==> config.mk <==
export PLATFORM = sky130hd
export DESIGN_NAME = lut_k_cfg
export DESIGN_NICKNAME = d
export VERILOG_FILES = /design/src/rtl/lut_cfg_pkg.sv /design/src/rtl/lut_cfg_ctrl.sv /design/src/rtl/lut_k_cfg.sv
export SDC_FILE = /design/constraint.sdc
export NUM_CORES = 1
export LEC_CHECK = 0
export CAP_MARGIN = 30
export CORE_UTILIZATION = 58
export DETAILED_ROUTE_END_ITERATION = 7
export DONT_BUFFER_PORTS = 1
export PLACE_DENSITY = 0.73
export SYNTH_ARGS = -nofsm -noshare
export SYNTH_HDL_FRONTEND = slang
export SYNTH_SLANG_ARGS = --single-unit
==> constraint.sdc <==
create_clock -name clk -period 2.25 [get_ports clk]
set_clock_uncertainty 0.15 [all_clocks]
set_input_delay 0.45 -clock clk [delete_from_list [all_inputs] [get_ports clk]]
set_output_delay 0.45 -clock clk [all_outputs]
set_load 0.005 [all_outputs]
==> src/rtl/lut_cfg_pkg.sv <==
// lut_cfg_pkg: shared definitions for the K-input configurable look-up unit.
//   lut_state_e  configuration FSM states (UNCONF, LOAD, READY)
//   K_MIN/K_MAX  legal range of the LUT input count
//   cnt_width()  width of the configuration bit counter (must hold 2**K)
package lut_cfg_pkg;

    typedef enum logic [1:0] {
        UNCONF = 2'd0,
        LOAD   = 2'd1,
        READY  = 2'd2
    } lut_state_e;

    localparam int unsigned K_MIN = 2;
    localparam int unsigned K_MAX = 6;

    function automatic int unsigned cnt_width(input int unsigned k);
        return k + 1;
    endfunction

endpackage

==> src/rtl/lut_cfg_ctrl.sv <==
// lut_cfg_ctrl: configuration FSM and bit counter for lut_k_cfg.
// Ports:
//   clk, reset_n  clock, asynchronous active-low reset
//   prgm_b        0 = configuration mode, 1 = user mode
//   cfg_en        serial shift enable
//   shift_en      table shifts on this edge
//   ready         FSM in READY
//   cfg_done      DEPTH (or more) bits shifted in the current load
//   cfg_err       sticky: user mode entered with an incomplete load
module lut_cfg_ctrl
    import lut_cfg_pkg::*;
#(
    parameter int unsigned K = 4
) (
    input  logic clk,
    input  logic reset_n,
    input  logic prgm_b,
    input  logic cfg_en,
    output logic shift_en,
    output logic ready,
    output logic cfg_done,
    output logic cfg_err
);

    localparam int unsigned   CW   = cnt_width(K);
    localparam logic [CW-1:0] FULL = CW'(1 << K);

    lut_state_e    r_state;
    lut_state_e    w_state_nxt;
    logic [CW-1:0] r_cnt;
    logic [CW-1:0] w_cnt_nxt;
    logic          r_err;
    logic          w_err_nxt;

    always_ff @(posedge clk or negedge reset_n) begin
        if (!reset_n) begin
            r_state <= UNCONF;
            r_cnt   <= '0;
            r_err   <= 1'b0;
        end else begin
            r_state <= w_state_nxt;
            r_cnt   <= w_cnt_nxt;
            r_err   <= w_err_nxt;
        end
    end

    always_comb begin
        w_state_nxt = r_state;
        w_cnt_nxt   = r_cnt;
        w_err_nxt   = r_err;
        case (r_state)
            UNCONF, READY: begin
                if (!prgm_b) begin
                    // the entry edge itself may carry a counted shift
                    w_state_nxt = LOAD;
                    w_cnt_nxt   = cfg_en ? CW'(1) : '0;
                    w_err_nxt   = 1'b0;
                end
            end
            LOAD: begin
                if (prgm_b) begin
                    if (r_cnt == FULL) begin
                        w_state_nxt = READY;
                    end else begin
                        w_state_nxt = UNCONF;
                        w_err_nxt   = 1'b1;
                    end
                end else if (cfg_en && (r_cnt != FULL)) begin
                    w_cnt_nxt = r_cnt + CW'(1);
                end
            end
            default: w_state_nxt = UNCONF;
        endcase
    end

    assign shift_en = ~prgm_b & cfg_en;
    assign ready    = (r_state == READY);
    assign cfg_done = ((r_state == LOAD) || (r_state == READY)) && (r_cnt == FULL);
    assign cfg_err  = r_err;

endmodule

==> src/rtl/lut_k_cfg.sv <==
// lut_k_cfg: K-input look-up unit with serial, daisy-chainable configuration.
// In user mode it acts as a combinational LUT or a 2**K x 1 distributed RAM.
// Optional SRL mode is compiled in with `define LUT_SRL_EN.
// Ports:
//   clk, reset_n      clock, asynchronous active-low reset
//   prgm_b            0 = configuration mode, 1 = user mode
//   cfg_en, cfg_din   serial configuration shift enable and data in
//   cfg_dout          serial data out to next element (mem[0])
//   cfg_done, cfg_err load complete / sticky incomplete-load flag
//   ready             unit configured and in user mode
//   addr              LUT select / RAM address
//   we, gwe, wdata    RAM write enable, global write qualifier, write data
//   srl_en            SRL shift enable (LUT_SRL_EN builds only)
//   lut_out           mem[addr] when ready, else 0
//   srl_q             mem[DEPTH-1] when ready in SRL builds, else 0
module lut_k_cfg
    import lut_cfg_pkg::*;
#(
    parameter int unsigned       K    = 4,
    parameter logic [(1<<K)-1:0] INIT = '0
) (
    input  logic         clk,
    input  logic         reset_n,
    input  logic         prgm_b,
    input  logic         cfg_en,
    input  logic         cfg_din,
    output logic         cfg_dout,
    output logic         cfg_done,
    output logic         cfg_err,
    output logic         ready,
    input  logic [K-1:0] addr,
    input  logic         we,
    input  logic         gwe,
    input  logic         wdata,
    input  logic         srl_en,
    output logic         lut_out,
    output logic         srl_q
);

    localparam int unsigned DEPTH = 1 << K;

    generate
        if ((K < K_MIN) || (K > K_MAX)) begin : g_bad_k
            $error("lut_k_cfg: K outside supported range");
        end
    endgenerate

    logic [DEPTH-1:0] r_mem;
    logic             w_shift;
    logic             w_ready;

    lut_cfg_ctrl #(
        .K(K)
    ) u_ctrl (
        .clk      (clk),
        .reset_n  (reset_n),
        .prgm_b   (prgm_b),
        .cfg_en   (cfg_en),
        .shift_en (w_shift),
        .ready    (w_ready),
        .cfg_done (cfg_done),
        .cfg_err  (cfg_err)
    );

    // Configuration shifting takes priority; user writes only happen in READY.
    always_ff @(posedge clk or negedge reset_n) begin
        if (!reset_n) begin
            r_mem <= INIT;
        end else if (w_shift) begin
            r_mem <= {cfg_din, r_mem[DEPTH-1:1]};
        end else if (w_ready) begin
`ifdef LUT_SRL_EN
            if (srl_en && gwe) begin
                r_mem <= {r_mem[DEPTH-2:0], wdata};
            end else
`endif
            if (we && gwe) begin
                r_mem[addr] <= wdata;
            end
        end
    end

    assign cfg_dout = r_mem[0];
    assign ready    = w_ready;
    assign lut_out  = w_ready & r_mem[addr];

`ifdef LUT_SRL_EN
    assign srl_q = w_ready & r_mem[DEPTH-1];
`else
    logic w_unused_srl_en;
    assign w_unused_srl_en = srl_en;
    assign srl_q           = 1'b0;
`endif

endmodule
==> impl_results.html, run 1 <==
<table>
<tr><th>Metric</th><th>Value</th></tr>
<tr><th colspan="2">Logic synthesis</th></tr>
<tr><td>Summed instance area of the synthesized netlist</td><td>1540 sq um</td></tr>
<tr><td>Async set or reset register ratio after synthesis</td><td>100%</td></tr>
<tr><td>Average cell area after synthesis</td><td>about 8.5 sq um</td></tr>
<tr><td>Mapped Nets</td><td>roughly 200</td></tr>
<tr><td>Share of synthesized cell area in full adder, half adder and majority cells</td><td>roughly 4.9%</td></tr>
<tr><td>Portion of netlist area occupied by mux cells</td><td>under 10%</td></tr>
<tr><td>Most instantiated flip-flop cell in the synthesis netlist</td><td>dfrtp_1</td></tr>
<tr><td>EDFF count, synth</td><td>0</td></tr>
<tr><td>Sequential share of the synthesized area</td><td>between 30 and 40%</td></tr>
<tr><td>Fraction of the mapped netlist area in compound gates</td><td>about 23%</td></tr>
<tr><td>Synth warnings</td><td>0</td></tr>
<tr><td>Area share of xor/xnor cells in the synthesized design</td><td>0%</td></tr>
<tr><td>Largest area contributor in the synthesized netlist</td><td>dfrtp_1</td></tr>
<tr><td>Simple-gate share of the synthesized area</td><td>between 20% and 30%</td></tr>
<tr><td>Yosys cell types</td><td>36</td></tr>
<tr><td>Top post-synthesis cells by area</td><td>dfrtp_1 (39%), a31oi_1 (7.3%), o21ai_0 (6.5%)</td></tr>
<tr><td>Cells after synthesis</td><td>between 150 and 200</td></tr>
<tr><td>Top-count cell post-synth</td><td>nor2_1</td></tr>
<tr><td>Leading cell types by count after synthesis</td><td>nor2_1 (26), dfrtp_1 (24), o21ai_0 (20)</td></tr>
<tr><td>Fraction of synthesized cell area taken by the top area cell type</td><td>~39%</td></tr>
<tr><td>Main combinational cell family by area after synthesis</td><td>compound AO/OA/AOI/OAI gates</td></tr>
<tr><td>Post-synthesis sequential element count</td><td>24</td></tr>
<tr><th colspan="2">Detailed routing</th></tr>
<tr><td>Number of violations reported at the end of detailed-routing iteration 0</td><td>63</td></tr>
<tr><td>Final wirelength</td><td>3390 um</td></tr>
<tr><td>Post-detailed-route DRC marker count</td><td>0</td></tr>
<tr><td>TritonRoute pass-1 iters</td><td>4</td></tr>
<tr><td>Mean number of vias per cell</td><td>about 6.4</td></tr>
<tr><td>Detail Route Antenna Nets</td><td>0</td></tr>
<tr><td>Number of vias after detailed routing</td><td>between 1,000 and 1,500</td></tr>
<tr><td>Post-detailed-route wirelength per cell</td><td>16.1 um</td></tr>
<tr><th colspan="2">Cells and area</th></tr>
<tr><td>Layout filler cell count</td><td>around 200</td></tr>
<tr><td>Nets</td><td>202</td></tr>
<tr><td>Share of final-layout standard cells stronger than drive strength 1</td><td>roughly 11%</td></tr>
<tr><td>Final std cells w/o fill</td><td>roughly 210</td></tr>
<tr><td>ANT cells</td><td>0</td></tr>
<tr><td>Signed area change from the synthesized netlist to the final layout</td><td>4.87%</td></tr>
<tr><th colspan="2">Floorplan</th></tr>
<tr><td>Standard-cell rows</td><td>18</td></tr>
<tr><td>Placeable Area</td><td>2500 sq um</td></tr>
<tr><td>Horizontal extent of the die</td><td>about 54 um</td></tr>
<tr><td>Die outline area</td><td>between 2000 and 3000 sq um</td></tr>
<tr><td>Die H</td><td>about 54 um</td></tr>
<tr><td>Initial cell density of the core</td><td>61.7%</td></tr>
<tr><td>Count of pins on the block boundary</td><td>19</td></tr>
<tr><th colspan="2">Setup path</th></tr>
<tr><td>Startpoint of the most critical register-to-register path</td><td>u_ctrl.r_state[1]</td></tr>
<tr><td>Worst-case reg-to-reg path depth</td><td>6</td></tr>
<tr><td>Worst Setup End Kind</td><td>primary output</td></tr>
<tr><td>Maximum fanout encountered on the critical timing path</td><td>2</td></tr>
<tr><td>Worst path required time</td><td>between 1.5 and 2 ns</td></tr>
<tr><td>Arrival time at the worst endpoint</td><td>1.72 ns</td></tr>
<tr><td>CP peak stage delay</td><td>around 0.48 ns</td></tr>
<tr><td>Worst reg2reg endpoint</td><td>u_ctrl.r_cnt[0]</td></tr>
<tr><td>Worst-path cell chain</td><td>mux4_2 &gt; a2bb2oi_2 &gt; a32o_1 &gt; and2_4</td></tr>
<tr><td>Category of the most critical setup path</td><td>reg2out</td></tr>
<tr><td>Critical path launch point type</td><td>register</td></tr>
<tr><td>Critical-path cell with the highest stage delay</td><td>mux4_2</td></tr>
<tr><td>Worst reg-to-reg setup slack</td><td>0.22 ns</td></tr>
<tr><th colspan="2">Outcome</th></tr>
<tr><td>Failing checks</td><td>setup timing</td></tr>
<tr><td>Result of the run</td><td>finished, violations left</td></tr>
<tr><th colspan="2">Placement</th></tr>
<tr><td>Inst Count DP</td><td>approximately 200</td></tr>
<tr><td>Detailed placement HPWL</td><td>roughly 2400 um</td></tr>
<tr><td>Post-Place Setup Slack</td><td>about 0.16 ns</td></tr>
<tr><td>Placer Congestion</td><td>0.843</td></tr>
<tr><td>Number of buffers added on ports</td><td>0</td></tr>
<tr><th colspan="2">Timing</th></tr>
<tr><td>Slew Limit Fails</td><td>0</td></tr>
<tr><td>Crit path time final</td><td>2.32 ns</td></tr>
<tr><td>Worst hold slack after final layout</td><td>0.0794 ns</td></tr>
<tr><td>Hold violation total from the final report</td><td>0</td></tr>
<tr><td>Final count of negative-setup-slack endpoints</td><td>1</td></tr>
<tr><td>Final Worst Setup Slack</td><td>-0.0681 ns</td></tr>
<tr><td>Achievable Freq</td><td>~430 MHz</td></tr>
<tr><td>Share of the clock period used by the worst path after layout</td><td>103%</td></tr>
<tr><td>Unrepaired setup endpoints after global routing</td><td>yes</td></tr>
<tr><th colspan="2">Worst hold path</th></tr>
<tr><td>Hold Path Depth</td><td>1</td></tr>
<tr><td>Worst Hold End</td><td>u_ctrl.r_state[0]</td></tr>
<tr><td>Min-Delay Path Class</td><td>in2reg</td></tr>
<tr><td>Worst Min Path Start</td><td>prgm_b</td></tr>
<tr><th colspan="2">Clocking</th></tr>
<tr><td>Largest buffer count on any clock path</td><td>2</td></tr>
<tr><td>Clock Root Buffer</td><td>clkbuf_4</td></tr>
<tr><td>Clock tree from TritonCTS</td><td>built</td></tr>
<tr><td>Later-pin clock latency in the skew report</td><td>between 0.3 and 0.4 ns</td></tr>
<tr><td>Number of clock buffers inserted by TritonCTS</td><td>3</td></tr>
<tr><td>Clock slew at reported path FFs</td><td>0.13 ns</td></tr>
<tr><td>H-tree depth</td><td>1</td></tr>
<tr><td>TritonCTS Sinks</td><td>24</td></tr>
<tr><th colspan="2">Global routing</th></tr>
<tr><td>Overflow after GRT</td><td>0</td></tr>
<tr><td>Pin count of the biggest net entering global routing</td><td>36</td></tr>
<tr><td>Tot GR Track Use</td><td>26.8%</td></tr>
<tr><td>Initial antenna violation count</td><td>0</td></tr>
<tr><td>Global-route wire length before repair</td><td>5460 um</td></tr>
<tr><td>Vias in the first global route</td><td>roughly 1,300</td></tr>
<tr><th colspan="2">Power and ir drop</th></tr>
<tr><td>Lkg Pwr</td><td>around 0.6 nW</td></tr>
<tr><td>Power Density</td><td>735 nW/um^2</td></tr>
<tr><td>Max rail drop VDD</td><td>around 0.48 mV</td></tr>
<tr><th colspan="2">Flow run</th></tr>
<tr><td>Max-cap violation count</td><td>0</td></tr>
</table>
-- area by class of cell --
class	count	area, sq um	area share (%)
Multi-Input combinational cell	139	865	53.4
Sequential cell	24	601	37.1
Timing Repair Buffer	7	62.6	3.87
Tap cell	30	37.5	2.32
Inverter	8	30.0	1.86
Clock buffer	3	22.5	1.39
-- sequential cells by signal, summed over array words and instances (netlist names) --
name and count:
r_mem 16, u_ctrl.r_cnt 5, u_ctrl.r_state 2, u_ctrl.cfg_err 1
-- critical path: cells and delay by family (launching register included) --
family	cells	cell delay, ns
AO/OA/AOI/OAI	2	0.37
flip-flops	1	0.40
multiplexers	1	0.48
AND/OR/NAND/NOR	1	0.16
-- cell usage in the layout, fill, tap and decap left out, drive strengths merged, types with 3 or more instances in the layout --
cell type  instances
clkbuf             3
inv                8
or2                3
nor2              26
dfrtp             24
nand3              8
o21ai             21
mux2i              4
a31oi             18
o211ai             3
nand2             19
and2               3
a2bb2oi            3
buf                6
o41ai              3
ha                 6
nand2b             4
-- stage by stage --
stage          setup TNS, ns  utilization (%)  power, mW  instance area [sq um]
5_1_grt               -0.119             64.7       1.28                   1620
3_3_place_gp               0             61.3      0.956                   1530
2_1_floorplan              0                -      0.905                   1540
4_1_cts              -0.0778             64.1       1.19                   1600
6_report             -0.0681             64.7       1.19                   1620
3_5_place_dp               0             61.3      0.971                   1530
-- metal layers --
metal | vias up | global-route usage [%] | part of all wire (%)
met3 | 5 | 4.52 | 6.2
li1 | 651 | - | -
met4 | 0 | 9.65 | 1.2
met2 | 40 | 44.4 | 48
met1 | 652 | 34.9 | 44
met5 | - | 0 | 0
-- logic make-up after synthesis --
logic type	after synthesis
flops	24
buf+inv	19
compound gates	55
simple gates	71
fa+ha+maj	6
mux	6
other cells	1
-- timing repair --
action,4_1_cts,5_1_grt
hold endpoints to repair,24,0
gates resized for setup,2,0
pin swaps,1,0
buffers inserted,4,0
hold buffers,1,0
endpoints found under the setup margin,1,1
-- power breakdown --
| part | leakage, nW | switching, mW | internal, mW |
|---|---|---|---|
| sequential | 0.269 | 0.0839 | 0.527 |
| clock | 0.0138 | 0.126 | 0.0627 |
| combinational | 0.325 | 0.211 | 0.179 |
-- worst max-delay path by stage --
stage	startpoint	end	slack [ns]	depth (start not counted)
2_1_floorplan	addr[0]	lut_out	0.11	5
3_3_place_gp	addr[0]	lut_out	0.18	4
3_5_place_dp	addr[0]	lut_out	0.16	4
4_1_cts	r_mem[15]	lut_out	-0.08	4
5_1_grt	r_mem[15]	lut_out	-0.12	4
6_report	r_mem[15]	lut_out	-0.07	4
No activity file was read; power rests on OpenSTA's default activity.
==> run 2, diff against run 1 <==
--- a/config.mk
+++ b/config.mk
@@ -12,2 +12,3 @@
 export PLACE_DENSITY = 0.73
+export SKIP_CTS_REPAIR_TIMING = 1
 export SYNTH_ARGS = -nofsm -noshare
--- a/constraint.sdc
+++ b/constraint.sdc
@@ -4,2 +4,2 @@
 set_output_delay 0.45 -clock clk [all_outputs]
-set_load 0.005 [all_outputs]
+set_load 0.01 [all_outputs]
==> run 2 against run 1 <==
Highest routed layer unchanged. Non-clock buffer count shrank 3. Total power shrank 0.94%. Critical endpoint unchanged. Sequential share of layout area grew 0.55 points. The flow still finishes with violations (setup timing). Maximum frequency shrank 1.0%. Count of clock-buffer cells in the layout is the same.
==> impl_results.html, run 2 (synthesis results as in run 1) <==
<table>
<tr><th>Metric</th><th>Value</th></tr>
<tr><th colspan="2">Outcome</th></tr>
<tr><td>Result of the run</td><td>finished, violations left</td></tr>
<tr><td>Failing checks</td><td>setup timing</td></tr>
<tr><th colspan="2">Cells and area</th></tr>
<tr><td>Max FFs per register</td><td>16</td></tr>
<tr><td>Top register by number of flip-flops</td><td>r_mem</td></tr>
<tr><td>Commonest non-fill, non-tap cells in the layout</td><td>nor2_1 (26), dfrtp_1 (24), o21ai_0 (20), nand2_1 (19), a31oi_1 (18)</td></tr>
<tr><td>Nets</td><td>slightly below 200</td></tr>
<tr><td>Area of the multi-input gates</td><td>858 sq um</td></tr>
<tr><td>Sequential cell area in the final layout</td><td>about 600 sq um</td></tr>
<tr><td>Share of final-layout standard cells stronger than drive strength 1</td><td>under 10%</td></tr>
<tr><td>Most common cell after layout, fill and taps aside</td><td>nor2_1</td></tr>
<tr><td>Registers with the most flip-flops</td><td>r_mem: 16 flops, u_ctrl.r_cnt: 5 flops, u_ctrl.r_state: 2 flops</td></tr>
<tr><td>ANT cells</td><td>0</td></tr>
<tr><td>Signed area change from the synthesized netlist to the final layout</td><td>3.33%</td></tr>
<tr><td>Layout filler cell count</td><td>roughly 220</td></tr>
<tr><th colspan="2">Worst hold path</th></tr>
<tr><td>Hold Path Depth</td><td>1</td></tr>
<tr><td>Min-Delay Path Class</td><td>in2reg</td></tr>
<tr><td>Worst Hold End</td><td>u_ctrl.r_state[0]</td></tr>
<tr><td>Worst Min Path Start</td><td>prgm_b</td></tr>
<tr><th colspan="2">Setup path</th></tr>
<tr><td>Startpoint of the most critical register-to-register path</td><td>u_ctrl.r_state[1]</td></tr>
<tr><td>Worst-case reg-to-reg path depth</td><td>6</td></tr>
<tr><td>Worst reg2reg endpoint</td><td>u_ctrl.r_cnt[0]</td></tr>
<tr><td>Maximum fanout encountered on the critical timing path</td><td>2</td></tr>
<tr><td>Arrival time at the worst endpoint</td><td>between 1.5 and 2 ns</td></tr>
<tr><td>Category of the most critical setup path</td><td>reg2out</td></tr>
<tr><td>Critical path launch point type</td><td>register</td></tr>
<tr><td>Worst reg-to-reg setup slack</td><td>between 0.2 and 0.25 ns</td></tr>
<tr><td>Worst Setup End Kind</td><td>primary output</td></tr>
<tr><td>Worst path required time</td><td>1.65 ns</td></tr>
<tr><th colspan="2">Placement</th></tr>
<tr><td>Post-Place Setup Slack</td><td>roughly 0.16 ns</td></tr>
<tr><td>Detailed placement HPWL</td><td>roughly 2400 um</td></tr>
<tr><td>Number of buffers added on ports</td><td>0</td></tr>
<tr><td>Placer Congestion</td><td>0.841</td></tr>
<tr><th colspan="2">Detailed routing</th></tr>
<tr><td>Mean number of vias per cell</td><td>6.39</td></tr>
<tr><td>Number of vias after detailed routing</td><td>1,330</td></tr>
<tr><td>Final wirelength</td><td>roughly 3400 um</td></tr>
<tr><td>Number of violations reported at the end of detailed-routing iteration 0</td><td>61</td></tr>
<tr><td>TritonRoute pass-1 iters</td><td>4</td></tr>
<tr><td>Post-detailed-route DRC marker count</td><td>0</td></tr>
<tr><td>Detail Route Antenna Nets</td><td>0</td></tr>
<tr><td>Post-detailed-route wirelength per cell</td><td>roughly 16 um</td></tr>
<tr><th colspan="2">Floorplan</th></tr>
<tr><td>Placeable Area</td><td>~2500 sq um</td></tr>
<tr><td>Count of pins on the block boundary</td><td>19</td></tr>
<tr><td>Die outline area</td><td>roughly 2900 sq um</td></tr>
<tr><td>Standard-cell rows</td><td>18</td></tr>
<tr><td>Horizontal extent of the die</td><td>between 50 and 60 um</td></tr>
<tr><td>Die H</td><td>roughly 54 um</td></tr>
<tr><td>Initial cell density of the core</td><td>between 60% and 70%</td></tr>
<tr><th colspan="2">Clocking</th></tr>
<tr><td>H-tree depth</td><td>1</td></tr>
<tr><td>Number of clock buffers inserted by TritonCTS</td><td>3</td></tr>
<tr><td>Clock tree from TritonCTS</td><td>built</td></tr>
<tr><td>Later-pin clock latency in the skew report</td><td>0.32 ns</td></tr>
<tr><td>TritonCTS Sinks</td><td>24</td></tr>
<tr><td>Clock slew at reported path FFs</td><td>between 0.1 and 0.15 ns</td></tr>
<tr><td>Largest buffer count on any clock path</td><td>2</td></tr>
<tr><td>Clock Root Buffer</td><td>clkbuf_4</td></tr>
<tr><th colspan="2">Flow run</th></tr>
<tr><td>Max-cap violation count</td><td>0</td></tr>
<tr><th colspan="2">Power and ir drop</th></tr>
<tr><td>Overall Power</td><td>about 1.2 mW</td></tr>
<tr><td>Power Density</td><td>roughly 740 nW/um^2</td></tr>
<tr><td>Lkg Pwr</td><td>0.595 nW</td></tr>
<tr><td>Max rail drop VDD</td><td>about 0.55 mV</td></tr>
<tr><th colspan="2">Timing</th></tr>
<tr><td>Final Worst Setup Slack</td><td>-0.0926 ns</td></tr>
<tr><td>Slew Limit Fails</td><td>0</td></tr>
<tr><td>Achievable Freq</td><td>approximately 430 MHz</td></tr>
<tr><td>Share of the clock period used by the worst path after layout</td><td>104%</td></tr>
<tr><td>Hold violation total from the final report</td><td>0</td></tr>
<tr><td>Final count of negative-setup-slack endpoints</td><td>1</td></tr>
<tr><td>Crit path time final</td><td>2.34 ns</td></tr>
<tr><td>Unrepaired setup endpoints after global routing</td><td>yes</td></tr>
<tr><td>Worst hold slack after final layout</td><td>0.0842 ns</td></tr>
<tr><th colspan="2">Global routing</th></tr>
<tr><td>Overflow after GRT</td><td>0</td></tr>
<tr><td>Pin count of the biggest net entering global routing</td><td>36</td></tr>
<tr><td>Initial antenna violation count</td><td>0</td></tr>
<tr><td>Global-route wire length before repair</td><td>around 5600 um</td></tr>
<tr><td>Vias in the first global route</td><td>1,301</td></tr>
<tr><td>Tot GR Track Use</td><td>~27%</td></tr>
</table>
-- run 2: final cells by class --
| type | instances | share of cell area [%] |
|---|---|---|
| clock buffers | 3 | 1.41 |
| inverters | 8 | 1.88 |
| multi-input cells | 139 | 53.8 |
| flip-flops and latches | 24 | 37.7 |
| well taps | 30 | 2.35 |
| repair buffers | 4 | 2.83 |
-- run 2: worst max path at each step --
stage          startpoint  endpoint  cells past startpoint  slack [ns]
3_5_place_dp      addr[0]   lut_out                      4        0.16
5_1_grt         r_mem[14]   lut_out                      4       -0.12
4_1_cts         r_mem[15]   lut_out                      4       -0.13
6_report        r_mem[15]   lut_out                      4       -0.09
2_1_floorplan     addr[0]   lut_out                      5        0.08
3_3_place_gp      addr[0]   lut_out                      4        0.16
-- run 2: stage by stage --
step	TNS, ns	instance area, sq um	instances	utilization (%)
final	-0.0926	1590	208	63.8
after global routing	-0.125	1590	208	63.8
after CTS	-0.135	1550	205	62.2
after detailed placement	0	1530	202	61.3
after global placement	0	1530	202	61.3
after floorplan	0	1540	182	-
-- run 2: per-layer routing --
metal  global-route usage (%)  vias to the layer above  part of all wire [%]
met3                     5.37                        4                   8.0
met1                     33.9                      633                    43
met2                     44.6                       47                    49
li1                         -                      646                     -
met5                        0                        -                     0
met4                     12.7                        0                  0.59
-- run 2: power by group --
group / leakage, nW / internal [mW] / switching, mW
Clock: 0.0138 / 0.0628 / 0.126
Combinational: 0.312 / 0.167 / 0.204
Sequential: 0.269 / 0.527 / 0.0916
-- run 2: critical path: stages, from the launching register on --
cell and delay (ns):
dfrtp_1 0.42, mux4_2 0.47, a2bb2oi_1 0.14, a32o_1 0.22, and2_4 0.17
==> run 3, diff against run 2 <==
SYNTH_HIERARCHICAL = 1   (was not set)
==> run 3 against run 2 <==
The flow now finishes without violations. Wire length grew 4.4%. First-iteration DRC count increased by 36%. Utilization fell by 1.1 points. Combinational power is 37% higher. Clock power is 23% higher. Largest cell class unchanged.
==> impl_results.html, run 3 <==
<table>
<tr><th>Metric</th><th>Value</th></tr>
<tr><th colspan="2">Global routing</th></tr>
<tr><td>Tot GR Track Use</td><td>between 20% and 30%</td></tr>
<tr><td>Vias in the first global route</td><td>approximately 1,300</td></tr>
<tr><td>Global-route wire length before repair</td><td>5840 um</td></tr>
<tr><td>Pin count of the biggest net entering global routing</td><td>25</td></tr>
<tr><td>Initial antenna violation count</td><td>0</td></tr>
<tr><td>Overflow after GRT</td><td>0</td></tr>
<tr><th colspan="2">Logic synthesis</th></tr>
<tr><td>Summed instance area of the synthesized netlist</td><td>1670 sq um</td></tr>
<tr><td>Average cell area after synthesis</td><td>between 9 and 10 sq um</td></tr>
<tr><td>Top post-synthesis cells by area</td><td>dfrtp_1 (36%), mux2_2 (6.7%), ha_1 (4.5%)</td></tr>
<tr><td>Top-count cell post-synth</td><td>dfrtp_1</td></tr>
<tr><td>Synth warnings</td><td>6</td></tr>
<tr><td>Mapped Nets</td><td>190</td></tr>
<tr><td>Most instantiated flip-flop cell in the synthesis netlist</td><td>dfrtp_1</td></tr>
<tr><td>Post-synthesis sequential element count</td><td>24</td></tr>
<tr><td>Fraction of synthesized cell area taken by the top area cell type</td><td>around 36%</td></tr>
<tr><td>Leading cell types by count after synthesis</td><td>dfrtp_1 (24), nor2_1 (11), mux2_2 (10), o31ai_1 (10), nand2b_1 (9)</td></tr>
<tr><td>Sequential share of the synthesized area</td><td>around 36%</td></tr>
<tr><td>Cells after synthesis</td><td>171</td></tr>
<tr><td>Largest area contributor in the synthesized netlist</td><td>dfrtp_1</td></tr>
<tr><td>EDFF count, synth</td><td>0</td></tr>
<tr><td>Yosys cell types</td><td>44</td></tr>
<tr><td>Async set or reset register ratio after synthesis</td><td>between 90% and 100%</td></tr>
<tr><th colspan="2">Timing</th></tr>
<tr><td>Unrepaired setup endpoints after global routing</td><td>no</td></tr>
<tr><td>Crit path time final</td><td>between 2 and 2.5 ns</td></tr>
<tr><td>Achievable Freq</td><td>between 400 and 500 MHz</td></tr>
<tr><td>Final Worst Setup Slack</td><td>roughly 0.094 ns</td></tr>
<tr><td>Share of the clock period used by the worst path after layout</td><td>95.8%</td></tr>
<tr><td>Worst-case headroom to the max-slew limit</td><td>about two thirds</td></tr>
<tr><td>Worst-margin pin slew</td><td>about 0.52 ns</td></tr>
<tr><td>Hold violation total from the final report</td><td>0</td></tr>
<tr><td>Setup TNS</td><td>0 ns</td></tr>
<tr><td>Final count of negative-setup-slack endpoints</td><td>0</td></tr>
<tr><td>Slew Limit Fails</td><td>0</td></tr>
<tr><th colspan="2">Power and ir drop</th></tr>
<tr><td>Power Density</td><td>a little over 800 nW/um^2</td></tr>
<tr><td>Lkg Pwr</td><td>roughly 0.64 nW</td></tr>
<tr><td>Max rail drop VDD</td><td>~0.75 mV</td></tr>
<tr><td>Overall Power</td><td>1.42 mW</td></tr>
<tr><th colspan="2">Cells and area</th></tr>
<tr><td>Top register by number of flip-flops</td><td>r_mem</td></tr>
<tr><td>Layout filler cell count</td><td>between 200 and 250</td></tr>
<tr><td>Commonest non-fill, non-tap cells in the layout</td><td>dfrtp_1 (24), nor2_1 (11), o31ai_1 (10), mux2_2 (10), nand2b_1 (9)</td></tr>
<tr><td>Post-layout utilization of the core</td><td>a little over three fifths</td></tr>
<tr><td>Most common cell after layout, fill and taps aside</td><td>dfrtp_1</td></tr>
<tr><td>Max FFs per register</td><td>16</td></tr>
<tr><td>ANT cells</td><td>0</td></tr>
<tr><td>Registers with the most flip-flops</td><td>r_mem: 16 flops, u_ctrl/r_cnt: 5 flops, u_ctrl/r_state: 2 flops</td></tr>
<tr><td>Share of final-layout standard cells stronger than drive strength 1</td><td>14.3%</td></tr>
<tr><td>Signed area change from the synthesized netlist to the final layout</td><td>2.39%</td></tr>
<tr><td>Nets</td><td>188</td></tr>
<tr><th colspan="2">Detailed routing</th></tr>
<tr><td>Mean number of vias per cell</td><td>6.77</td></tr>
<tr><td>Post-detailed-route DRC marker count</td><td>0</td></tr>
<tr><td>Number of vias after detailed routing</td><td>1,347</td></tr>
<tr><td>Post-detailed-route wirelength per cell</td><td>approximately 18 um</td></tr>
<tr><td>Number of violations reported at the end of detailed-routing iteration 0</td><td>between 80 and 90</td></tr>
<tr><td>TritonRoute pass-1 iters</td><td>5</td></tr>
<tr><td>Detail Route Antenna Nets</td><td>0</td></tr>
<tr><td>Final wirelength</td><td>between 3000 and 4000 um</td></tr>
<tr><th colspan="2">Clocking</th></tr>
<tr><td>Number of clock buffers inserted by TritonCTS</td><td>3</td></tr>
<tr><td>Clock Root Buffer</td><td>clkbuf_4</td></tr>
<tr><td>Later-pin clock latency in the skew report</td><td>~0.32 ns</td></tr>
<tr><td>H-tree depth</td><td>1</td></tr>
<tr><td>Largest buffer count on any clock path</td><td>2</td></tr>
<tr><td>Clock slew at reported path FFs</td><td>0.14 ns</td></tr>
<tr><td>Clock tree from TritonCTS</td><td>built</td></tr>
<tr><td>TritonCTS Sinks</td><td>24</td></tr>
<tr><th colspan="2">Setup path</th></tr>
<tr><td>Number of buffer and inverter stages on the critical path</td><td>0</td></tr>
<tr><td>Largest delay contributor family on the critical path</td><td>multiplexers</td></tr>
<tr><td>Maximum fanout encountered on the critical timing path</td><td>3</td></tr>
<tr><td>Critical path launch point type</td><td>register</td></tr>
<tr><td>Worst Setup End Kind</td><td>primary output</td></tr>
<tr><td>Category of the most critical setup path</td><td>reg2out</td></tr>
<tr><td>CP peak stage delay</td><td>~0.47 ns</td></tr>
<tr><td>Critical-path cell with the highest stage delay</td><td>mux4_2</td></tr>
<tr><td>Worst path required time</td><td>between 1.5 and 2 ns</td></tr>
<tr><td>Arrival time at the worst endpoint</td><td>between 1.5 and 2 ns</td></tr>
<tr><td>Worst-path cell chain</td><td>mux4_2 &gt; o2111ai_1 &gt; a21boi_1</td></tr>
<tr><th colspan="2">Floorplan</th></tr>
<tr><td>Die H</td><td>~56 um</td></tr>
<tr><td>Placeable Area</td><td>roughly 2700 sq um</td></tr>
<tr><td>Horizontal extent of the die</td><td>55.7 um</td></tr>
<tr><td>Initial cell density of the core</td><td>roughly three fifths</td></tr>
<tr><td>Standard-cell rows</td><td>19</td></tr>
<tr><td>Die outline area</td><td>a little over 3000 sq um</td></tr>
<tr><td>Count of pins on the block boundary</td><td>19</td></tr>
<tr><th colspan="2">Outcome</th></tr>
<tr><td>Result of the run</td><td>complete, no violations</td></tr>
<tr><th colspan="2">Placement</th></tr>
<tr><td>Placer Congestion</td><td>roughly 0.85</td></tr>
<tr><td>Detailed placement HPWL</td><td>approximately 2500 um</td></tr>
<tr><td>Post-Place Setup Slack</td><td>around 0.24 ns</td></tr>
<tr><td>Number of buffers added on ports</td><td>0</td></tr>
<tr><th colspan="2">Flow run</th></tr>
<tr><td>Max-cap violation count</td><td>0</td></tr>
<tr><th colspan="2">Worst hold path</th></tr>
<tr><td>Min-Delay Path Class</td><td>in2reg</td></tr>
</table>
run 3: cell types whose count changed in the layout (fill, tap and decap cells not counted), moves of 4 or more:
cell / delta
mux2_2: +10
nand4_1: +4
nand2b_1: +5
o21ai_0: -17
o31ai_1: +8
o21ai_1: +7
o21a_1: +6
nand2_1: -12
o31a_1: +6
nor2_1: -15
a31oi_1: -18
run 3: per-layer routing:
layer	track usage [%]	part of all wire, %
met1	29.9	42
met2	40.1	51
met3	4.88	5.7
met4	10.0	1.5
met5	0	0
run 3: per-stage QoR:
stage	instance area, sq um	hold slack (ns)	cells
2_1_floorplan	1670	0.00441	171
3_3_place_gp	1650	0.00508	193
3_5_place_dp	1650	0.00495	193
4_1_cts	1680	-0.359	197
5_1_grt	1710	0.0555	199
6_report	1710	0.0702	199
run 3: where the power goes:
part           internal (mW)  total, mW  leakage [nW]  switching [mW]
logic                  0.274      0.509         0.335           0.235
registers              0.560      0.683         0.283           0.123
clock network         0.0989      0.232        0.0210           0.133
run 3: cell type report:
cell class                      instances  area, sq um  share of cell area [%]
Multi-Input combinational cell        128          958                    56.0
Sequential cell                        24          601                    35.1
Timing Repair Buffer                    5         52.6                    3.07
Tap cell                               31         38.8                    2.26
Clock buffer                            4         36.3                    2.12
Inverter                                7         26.3                    1.53
run 3: cells by family after synthesis:
group,after synthesis,synth area share (%)
and+or+nand+nor,55,18.8
AOI/OAI and AO/OA,48,20.7
DFF,24,35.9
buffers and inverters,19,6.81
muxes,18,13.0
adders and majority gates,6,4.49
other,1,0.224
run 3: path summary, 6_finish.rpt:
kind	startpoint	slack, ns	cells past startpoint	to
max reg2reg	u_ctrl/r_state[0]	0.20	6	r_mem[0]
max in group asynchronous	reset_n	1.40	2	r_mem[7]
max	r_mem[15]	0.09	3	lut_out
min in group asynchronous	reset_n	0.40	2	u_ctrl/r_cnt[4]
min	prgm_b	0.07	1	u_ctrl/r_state[0]
min reg2reg	u_ctrl/r_cnt[3]	0.39	1	u_ctrl/r_cnt[3]
